## src/rtl/pc_sequencer.sv

```systemverilog
// Fetch/execute controller driving the program counter over a req/ack instruction fetch.
// Optional HALT_DETECT_EN: a taken self-jump parks the sequencer in HALT until reset.
module pc_sequencer #(
  parameter int WIDTH     = 16,
  parameter int CNT_W     = 16,
  parameter int CINST_BIT = 15
) (
  input  logic             clk,
  input  logic             reset,
  input  logic             run,
  input  logic [WIDTH-1:0] pc_in,
  output logic             inst_req,
  input  logic             inst_ack,
  input  logic [WIDTH-1:0] instr,
  input  logic [WIDTH-1:0] a_reg,
  input  logic             alu_zr,
  input  logic             alu_ng,
  output logic             exec_en,
  output logic             pc_load,
  output logic             pc_inc,
  output logic [WIDTH-1:0] pc_data,
  output logic             halted,
  output logic [CNT_W-1:0] retired,
  output logic [2:0]       dbg_state
);

  // Handshake: inst_req stays high every FETCH cycle; the cycle with inst_ack=1 completes
  // the fetch and instr/a_reg are captured in that cycle. inst_ack elsewhere is ignored.
  typedef enum logic [2:0] {
    S_IDLE   = 3'd0,
    S_FETCH  = 3'd1,
    S_EXEC   = 3'd2,
    S_UPDATE = 3'd3,
    S_HALT   = 3'd4
  } state_t;

  state_t           state_q, state_d;
  logic             cinst_q;
  logic [2:0]       jump_q;
  logic [WIDTH-1:0] target_q;
  logic             self_q;
  logic             take_now, self_now;
  logic             req_d, exec_d, load_d, inc_d, halt_d;

  // Flags are only valid during EXEC, so the jump decision is resolved from them then.
  assign take_now = cinst_q & ((jump_q[2] & alu_ng) | (jump_q[1] & alu_zr) |
                               (jump_q[0] & ~alu_zr & ~alu_ng));

`ifdef HALT_DETECT_EN
  assign self_now = take_now & (target_q == pc_in);
`else
  assign self_now = 1'b0;
`endif

  assign dbg_state = state_q;

  always_comb begin
    state_d = state_q;
    req_d   = 1'b0;
    exec_d  = 1'b0;
    load_d  = 1'b0;
    inc_d   = 1'b0;
    halt_d  = 1'b0;
    case (state_q)
      S_IDLE: begin
        if (run) begin
          state_d = S_FETCH;
          req_d   = 1'b1;
        end
      end
      S_FETCH: begin
        if (inst_ack) begin
          state_d = S_EXEC;
          exec_d  = 1'b1;
        end else begin
          req_d = 1'b1;
        end
      end
      S_EXEC: begin
        state_d = S_UPDATE;
        load_d  = take_now & ~self_now;
        inc_d   = ~take_now;
      end
      S_UPDATE: begin
        if (self_q) begin
          state_d = S_HALT;
          halt_d  = 1'b1;
        end else if (run) begin
          state_d = S_FETCH;
          req_d   = 1'b1;
        end else begin
          state_d = S_IDLE;
        end
      end
      S_HALT: halt_d = 1'b1;
      default: state_d = S_IDLE;
    endcase
  end

  // Outputs are registered from the next-state decode so they align with the state they belong to.
  always_ff @(posedge clk) begin
    if (reset) begin
      state_q  <= S_IDLE;
      cinst_q  <= 1'b0;
      jump_q   <= '0;
      target_q <= '0;
      self_q   <= 1'b0;
      inst_req <= 1'b0;
      exec_en  <= 1'b0;
      pc_load  <= 1'b0;
      pc_inc   <= 1'b0;
      pc_data  <= '0;
      halted   <= 1'b0;
      retired  <= '0;
    end else begin
      state_q  <= state_d;
      inst_req <= req_d;
      exec_en  <= exec_d;
      pc_load  <= load_d;
      pc_inc   <= inc_d;
      halted   <= halt_d;
      if (state_q == S_FETCH && inst_ack) begin
        cinst_q  <= instr[CINST_BIT];
        jump_q   <= instr[2:0];
        target_q <= a_reg;
      end
      if (state_q == S_EXEC) self_q <= self_now;
      if (load_d) pc_data <= target_q;
      if (state_q == S_UPDATE && retired != {CNT_W{1'b1}}) retired <= retired + 1'b1;
    end
  end

endmodule

```

## config.mk

```make
export PLATFORM = sky130hd
export DESIGN_NAME = pc_sequencer
export DESIGN_NICKNAME = d
export VERILOG_FILES = /design/src/rtl/pc_sequencer.sv
export SDC_FILE = /design/constraint.sdc
export NUM_CORES = 1
export LEC_CHECK = 0
export ABC_AREA = 1
export CORE_MARGIN = 1
export CORE_UTILIZATION = 45
export CTS_CLUSTER_DIAMETER = 150
export CTS_CLUSTER_SIZE = 16
export DETAILED_ROUTE_END_ITERATION = 8
export GPL_ROUTABILITY_DRIVEN = 0
export GPL_TIMING_DRIVEN = 0
export PLACE_DENSITY = 0.9
export SLEW_MARGIN = 20
export SYNTH_ARGS = -nofsm -noshare
export SYNTH_HDL_FRONTEND = slang
export SYNTH_SLANG_ARGS = --single-unit
```

## constraint.sdc

```tcl
create_clock -name clk -period 1.5 [get_ports clk]
set_input_delay 0.45 -clock clk [delete_from_list [all_inputs] [get_ports clk]]
set_output_delay 0.45 -clock clk [all_outputs]
set_load 0.01 [all_outputs]
```

# [Yosys cells after proc, flatten, opt, wreduce, memory -nomap -nowiden]
# Cells that the tools add are included.
[totals] reg_bits=60 inputBits=54 output_inout_bits=40
[op_classes] n_addsub=1 eq_ne=7 mux=10 bitwise=13 n_reduce_logical=7
[ops] cell="16-bit by 1-bit adder with 16-bit output (second input constant)" n=1
[ops] cell="16-bit inequality test (second input constant)" n=1
[ops] cell="3-bit case mux with 5 select lines" n=1
[ops] cell="3-bit by 2-bit == test with 1-bit output (second input constant)" n=2
[ops] cell="1-bit two-way mux" n=6
[ops] cell="3-bit two-way mux" n=2
[ops] cell="1-bit NOT" n=6
[ops] cell="2-bit OR reduction" n=3
[ops] cell="1-bit bitwise AND" n=5
[ops] cell="2-bit inequality test (second input constant)" n=2
[ops] cell="3-bit by 1-bit == test with 1-bit output (second input constant)" n=1
[ops] cell="3-bit == test (second input constant)" n=1
[ops] cell="3-bit zero test" n=1
[ops] cell="3-bit AND reduction" n=1
[ops] cell="1-bit logical AND" n=2
[ops] cell="1-bit OR" n=2
[ops] cell="1-bit case mux with 2 select lines" n=1

# [Logic depth before layout (Yosys ltp)]
# Gate-level depths: netlist of the first run.
[depth] word_depth=6 depth_mapped=10 depth_no_buf=10

# [Worst setup path after synthesis of the first run]
# No wires, ideal clock.
[synth_timing] path_type="reg-to-reg" startpoint="register retired[0]" endpoint="register retired[6]" arrival_time_ps=1298 required_time_ps=1387 setup_slack_ps=89 path_stages_with_launch=11 synth_period_minus_slack_ps=1411 cell_sequence="dfxtp_1 -> ha_1 -> nand3_2 -> inv_1 -> nand2_1 -> nor2_1 -> inv_1 -> nor2_1 -> nand2_1 -> nand2_1 -> nor2_1"
[synth_via] elab_chain_cells=2
[synth_rtl] element="start: declaration" line="23" text="output logic [CNT_W-1:0] retired,"
[synth_rtl] element="start signal: assignment" line="129" text="if (state_q == S_UPDATE && retired != {CNT_W{1'b1}}) retired <= retired + 1'b1;"
[synth_rtl] element="branches (longest 2 deep; another with 16-bit by 1-bit adder with 16-bit output)"
# Several ways; the timed one is not identified.
# A chain may end at the register's enable or synchronous reset.

# [Final worst setup path of the first run]
[layout_timing] startpoint="register retired[12]" endpoint="output port retired[12]"
# No word-level cell between the ends.

==> key figures, run 1 <==
Status
  • Outcome: finished clean

Setup path
  • CP arrival: 1.02 ns
  • CP peak stage delay: approximately 0.40 ns
  • Crit path required time: 1.05 ns
  • Buf/Inv on CP: 1
  • CP startpoint: retired[12]
  • Family with the most delay on the worst path: flip-flops
  • Cell depth of the worst setup path: 1
  • Worst R2R Start: retired[0]
  • Crit end category: output port
  • CP Max Fanout: 5
  • WS Path Type: register to output port
  • Cell with the largest stage delay on the worst path: dfxtp_1
  • Startpoint Class: register
  • Worst path cell trace: dlygate4sd2_1
  • R2R cell count: 10

Finish
  • Commonest non-fill, non-tap cells in the layout: nand2_1 (77), inv_1 (69), nor2_1 (52)
  • Final core utilization: about 66%
  • Synth-to-Final Area Change: 36.6%
  • Diode count: 0
  • Non-Filler Instances: 544
  • Commonest non-fill, non-tap cell in the layout: nand2_1
  • Final Instance Area: 3720 um^2
  • Share of post-route cells with drive strength above 1: 15.0%
  • Nets: 528

Global route
  • Initial antenna violation count: 0
  • Vias in the first global route: 2,361
  • Grt ovf: 0
  • Largest net degree at the start of global routing: 19
  • First-pass GRT wire length: 10,000 um
  • Total track usage: 20.9%

Logic synthesis
  • Largest family of logic cells by synthesized area: simple AND/OR/NAND/NOR gates
  • Mux cell area share after synthesis: 0%
  • Post-synthesis compound-gate area fraction: 10.7%
  • XOR/XNOR Fraction of Synth Area: 0.964%
  • Yosys cell types: 33
  • Post-Synth Simple-Gate Area: 29.4%
  • Mapped Cells: 393
  • Yosys Warn Count: 0
  • Netlist Area Pre-Place: 2730 um^2
  • Sequential fraction of the synthesis area: 42.6%
  • Synth Area per Inst: 6.94 um^2
  • Adder-Cell Fraction of Synth Area: 2.29%
  • Synthesized flop and latch total: 58

Clock tree
  • # Post-CTS Setup Buffers: 0
  • Skew-Pair Late Insertion Delay: approximately 0.34 ns
  • CTS Sinks: 58
  • Num CTS Buffers: 9
  • H-tree levels: 3
  • Clk slew on worst S/H paths: about 0.07 ns
  • Clk buf depth: 2
  • Clock root buffer: clkbuf_8
  • TritonCTS clock tree: yes

Place
  • Port Buffers: 62
  • Cells after DPL: 528
  • Placed Area: 3440 um^2
  • Final HPWL DP: between 4000 and 5000 um

Route
  • Post-Route WL: 6710 um
  • DR iter-0 viols: around 120
  • Post-route ant nets: 0
  • Routed vias/inst: 4.84
  • Pre-antenna DRT Iters: 4
  • Via count: 2,631
  • # DRC: 0
  • Drt wl/cell: 12.3 um

STA
  • Worst hold slack: 0.409 ns
  • Period Utilization, post-route: 98.2%
  • Final Setup Violations: 0
  • Final Slew Violations: 0
  • Peak Freq: 0.679 GHz
  • Clock Skews: between 0.007 and 0.008 ns
  • Min Clock Period, post-route: 1.47 ns
  • Final hold violation count: 0

Min path
  • HP Class: primary input to register
  • Worst hold path startpoint: reset
  • Hold path cells: 2

Die
  • Chip Width: 79.8 um
  • Number of cell rows: 27
  • Core Area: 5680 um^2
  • Die area: 6370 um^2
  • Top Ports: 94
  • Die H: 79.8 um
  • Initial Util: 48.0%

Job
  • MaxCap Viol Count: 0

Power
  • Tot Pwr: 0.00439 W
  • PwrDens: 1180 nW/um^2
  • Worst IR Drop VDD: 776 uV
  • LEAKAGE: 1.74 nW
final timing paths:
check	end	slack, ns
worst max register to register	retired[6]	0.10
worst max-delay path	retired[12]	0.03
worst min-delay path	retired[4]	0.41
worst min register to register	target_q[13]	0.46
synth_stat cells:
master | n | area share (%)
nand2_8 | 1 | 0.73
buf_4 | 3 | 0.83
buf_2 | 5 | 0.92
nor3_1 | 2 | 0.37
ha_1 | 5 | 2.3
o21ai_1 | 1 | 0.18
xor2_1 | 1 | 0.32
nor2_2 | 5 | 1.1
nand4_1 | 2 | 0.46
o211ai_1 | 1 | 0.28
nand3b_1 | 1 | 0.28
o21bai_1 | 1 | 0.28
buf_12 | 1 | 0.73
o22ai_1 | 2 | 0.46
o21ai_0 | 25 | 4.6
conb_1 | 1 | 0.14
nand2_4 | 1 | 0.41
dfxtp_1 | 58 | 43
inv_2 | 1 | 0.14
xnor2_1 | 2 | 0.64
nand3_1 | 25 | 4.6
nand2_2 | 6 | 1.4
nor3_2 | 1 | 0.37
inv_1 | 70 | 9.6
nand2_1 | 78 | 11
and2_4 | 1 | 0.32
buf_6 | 2 | 0.83
a21oi_1 | 27 | 5.0
nor2_1 | 55 | 7.6
nor2_4 | 1 | 0.41
clkbuf_1 | 6 | 0.83
or2_2 | 1 | 0.23
nand3_2 | 1 | 0.37
state kept, by name, summed over array words and instances (netlist names):
register   count
pc_data       16
retired       16
target_q      16
jump_q         3
dbg_state      2
cinst_q        1
exec_en        1
inst_req       1
pc_inc         1
pc_load        1
routing by layer:
layer	global-route usage [%]	share of wire, %
met5	0	0
met4	12.9	3.2
met1	24.9	44
met3	4.46	5.3
met2	34.2	47
power breakdown:
part           internal, W  total, W  leakage [nW]  switching [W]
logic             0.000433   0.00107          1.16       0.000636
registers          0.00175   0.00187         0.477       0.000119
clock network     0.000833   0.00145         0.101       0.000614
layout make-up:
class	instances	area, um^2
repair buffers	64	628
well taps	72	90.1
multi-input cells	250	1260
fillers	465	1950
plain buffers	15	103
inverters	71	267
clock inverters	3	40.0
clock buffers	11	151
flip-flops and latches	58	1180
stage by stage:
stage	worst slack, ns	setup TNS (ns)
3_5_place_dp	-0.396	-12.90
5_1_grt	-0.0280	-0.0554
4_1_cts	0.00706	0
6_report	0.0268	0
3_3_place_gp	-0.359	-11.38
2_1_floorplan	0.0888	0
timing repair:
| action | in CTS | in global routing |
|---|---|---|
| cloned | 0 | 4 |
| hold buffers | 0 | 0 |
| resized for setup | 51 | 25 |
| pin swaps | 0 | 3 |
| setup endpoints to repair | 78 | 45 |
kinds of logic (layout without fill, tap and decap cells):
kind of cell	Yosys count	after routing
flip-flops	58	58
XOR/XNOR	3	3
buffers and inverters	88	164
AO/OA/AOI/OAI	57	57
adder cells (fa/ha/maj)	5	5
other	1	2
AND/OR/NAND/NOR	181	183
Note: power is estimated with default switching activity, not from simulation.
==> inputs of run 2 (changes only) <==
==> constraint.sdc (replaced) <==
create_clock -name clk -period 1.45 [get_ports clk]
set_input_delay 0.3625 -clock clk [delete_from_list [all_inputs] [get_ports clk]]
set_output_delay 0.3625 -clock clk [all_outputs]
set_load 0.01 [all_outputs]
==> run 2 against run 1 <==
Core utilization down 0.49 points. Register-to-register slack lost 0.02 ns. Sequential cell count unchanged. Critical path type unchanged. Critical endpoint is now retired[3].
==> key figures, run 2 (synthesized netlist as in run 1, its figures left out) <==
Setup path
  • CP peak stage delay: 0.41 ns (about the same)
  • Buf/Inv on CP: 1 (unchanged)
  • WS Path Type: register to output port
  • CP arrival: 1.04 ns (+0.02 ns)
  • Startpoint Class: register
  • Cell with the largest stage delay on the worst path: dfxtp_1
  • CP Max Fanout: 4 (-1)
  • Crit path required time: 1.09 ns (+0.04 ns)
  • Family with the most delay on the worst path: flip-flops
  • Worst path cell trace: dlygate4sd2_1
  • Crit end category: output port

Route
  • Via count: 2,629 (-0.076%)
  • # DRC: 0 (unchanged)
  • Routed vias/inst: 4.85 (+0.29%)
  • Drt wl/cell: 12.1 um (-1.8%)
  • DR iter-0 viols: 124 (+1.6%)
  • Post-route ant nets: 0 (unchanged)
  • Post-Route WL: 6570 um (-2.1%)
  • Pre-antenna DRT Iters: 4 (unchanged)

STA
  • Final Slew Violations: 0 (unchanged)
  • Period Utilization, post-route: between 90% and 100%
  • Min Clock Period, post-route: 1.40 ns
  • Setup WS post-layout: 0.0477 ns (+0.0209 ns)
  • Peak Freq: 0.713 GHz
  • Worst hold slack: 0.320 ns (-0.0885 ns)
  • Setup TNS: 0 ns (unchanged)
  • Final hold violation count: 0 (unchanged)
  • Final Setup Violations: 0 (unchanged)
  • Clock Skews: 0.0104 ns (+0.00294 ns)

Finish
  • Synth-to-Final Area Change: 35.6%
  • Non-Filler Instances: 542 (-0.37%)
  • Commonest non-fill, non-tap cells in the layout: nand2_1 (77), inv_1 (68), nor2_1 (51)
  • Commonest non-fill, non-tap cell in the layout: nand2_1
  • Diode count: 0 (unchanged)
  • Share of post-route cells with drive strength above 1: 14.9% (-0.15 points)
  • Top Registers: pc_data (16), retired (16), target_q (16)
  • Final core utilization: 65.1% (-0.49 points)
  • Nets: 526 (-0.38%)

Power
  • LEAKAGE: 1.70 nW (-2.0%)
  • Worst IR Drop VDD: 813 uV (+4.7%)
  • PwrDens: 1220 nW/um^2 (+4.0%)

Die
  • Core Area: 5680 um^2 (unchanged)
  • Die H: 79.8 um (unchanged)
  • Top Ports: 94 (unchanged)
  • Initial Util: 48.0% (unchanged)
  • Number of cell rows: 27 (unchanged)
  • Chip Width: 79.8 um (unchanged)
  • Die area: 6370 um^2 (unchanged)

Global route
  • Largest net degree at the start of global routing: 18 (-1)
  • Initial antenna violation count: 0 (unchanged)
  • Grt ovf: 0 (unchanged)
  • Vias in the first global route: 2,383 (+0.93%)
  • First-pass GRT wire length: 10,100 um (+0.35%)
  • Total track usage: 21.0% (+0.048 points)

Clock tree
  • Clock root buffer: clkbuf_8
  • Num CTS Buffers: 9 (unchanged)
  • Clk buf depth: 2 (unchanged)
  • TritonCTS clock tree: yes
  • Clk slew on worst S/H paths: 0.07 ns (about the same)
  • Skew-Pair Late Insertion Delay: 0.34 ns (about the same)
  • CTS Sinks: 58 (unchanged)
  • H-tree levels: 3 (unchanged)

Place
  • Port Buffers: 62 (unchanged)
  • Final HPWL DP: 4680 um (unchanged)
  • Cells after DPL: 528 (unchanged)
  • DP Worst Slack: -0.359 ns (+0.0375 ns)

Min path
  • HP Class: primary input to register

Status
  • Outcome: finished clean

Job
  • MaxCap Viol Count: 0 (unchanged)
## run 2: changes by cell type in the layout (fill, tap and decap cells not counted), moves of 2 or more
cell / before / now
dfxtp_2: 12 / 10
buf_6: 1 / 3
clkbuf_16: 2 / 0
nand2_4: 3 / 1
## run 2: path summary, 6_finish.rpt
path / from / end / slack [ns] / depth (start not counted)
worst min register to register: target_q[12] / target_q[12] / 0.46 / 2
worst max-delay path: retired[3] / retired[3] / 0.05 / 1
worst min-delay path: reset / retired[4] / 0.32 / 2
worst max register to register: dbg_state[1] / jump_q[1] / 0.08 / 7
## run 2: area by class of cell
type | count | area (um^2)
Fill cell | 477 | 1980
Clock buffer | 11 | 151
Multi-Input combinational cell | 248 | 1250
Timing Repair Buffer | 63 | 586
Buffer | 16 | 120
Inverter | 71 | 273
Tap cell | 72 | 90.1
Sequential cell | 58 | 1180
Clock inverter | 3 | 40.0
## run 2: through the flow
stage | cell area (um^2) | total power, W
global route | 3700 | 0.00477
detailed placement | 3440 | 0.00302
CTS | 3600 | 0.00445
floorplan | 2730 | 0.00262
finish | 3700 | 0.00453
global placement | 3440 | 0.00297
## run 2: power breakdown
group	internal [W]	switching [W]
sequential	0.00181	0.000140
combinational	0.000452	0.000647
clock	0.000862	0.000613
## run 2: repair_timing
action	CTS	global route
pin swaps	0	4
endpoints found under the setup margin	76	47
hold buffers	0	0
buffers inserted	0	1
gates resized for setup	55	29
## run 2: layer usage
layer	GRT usage, %	part of all wire [%]
met1	24.9	44
met2	34.3	46
met3	4.46	5.8
met4	13.0	3.8
met5	0	0
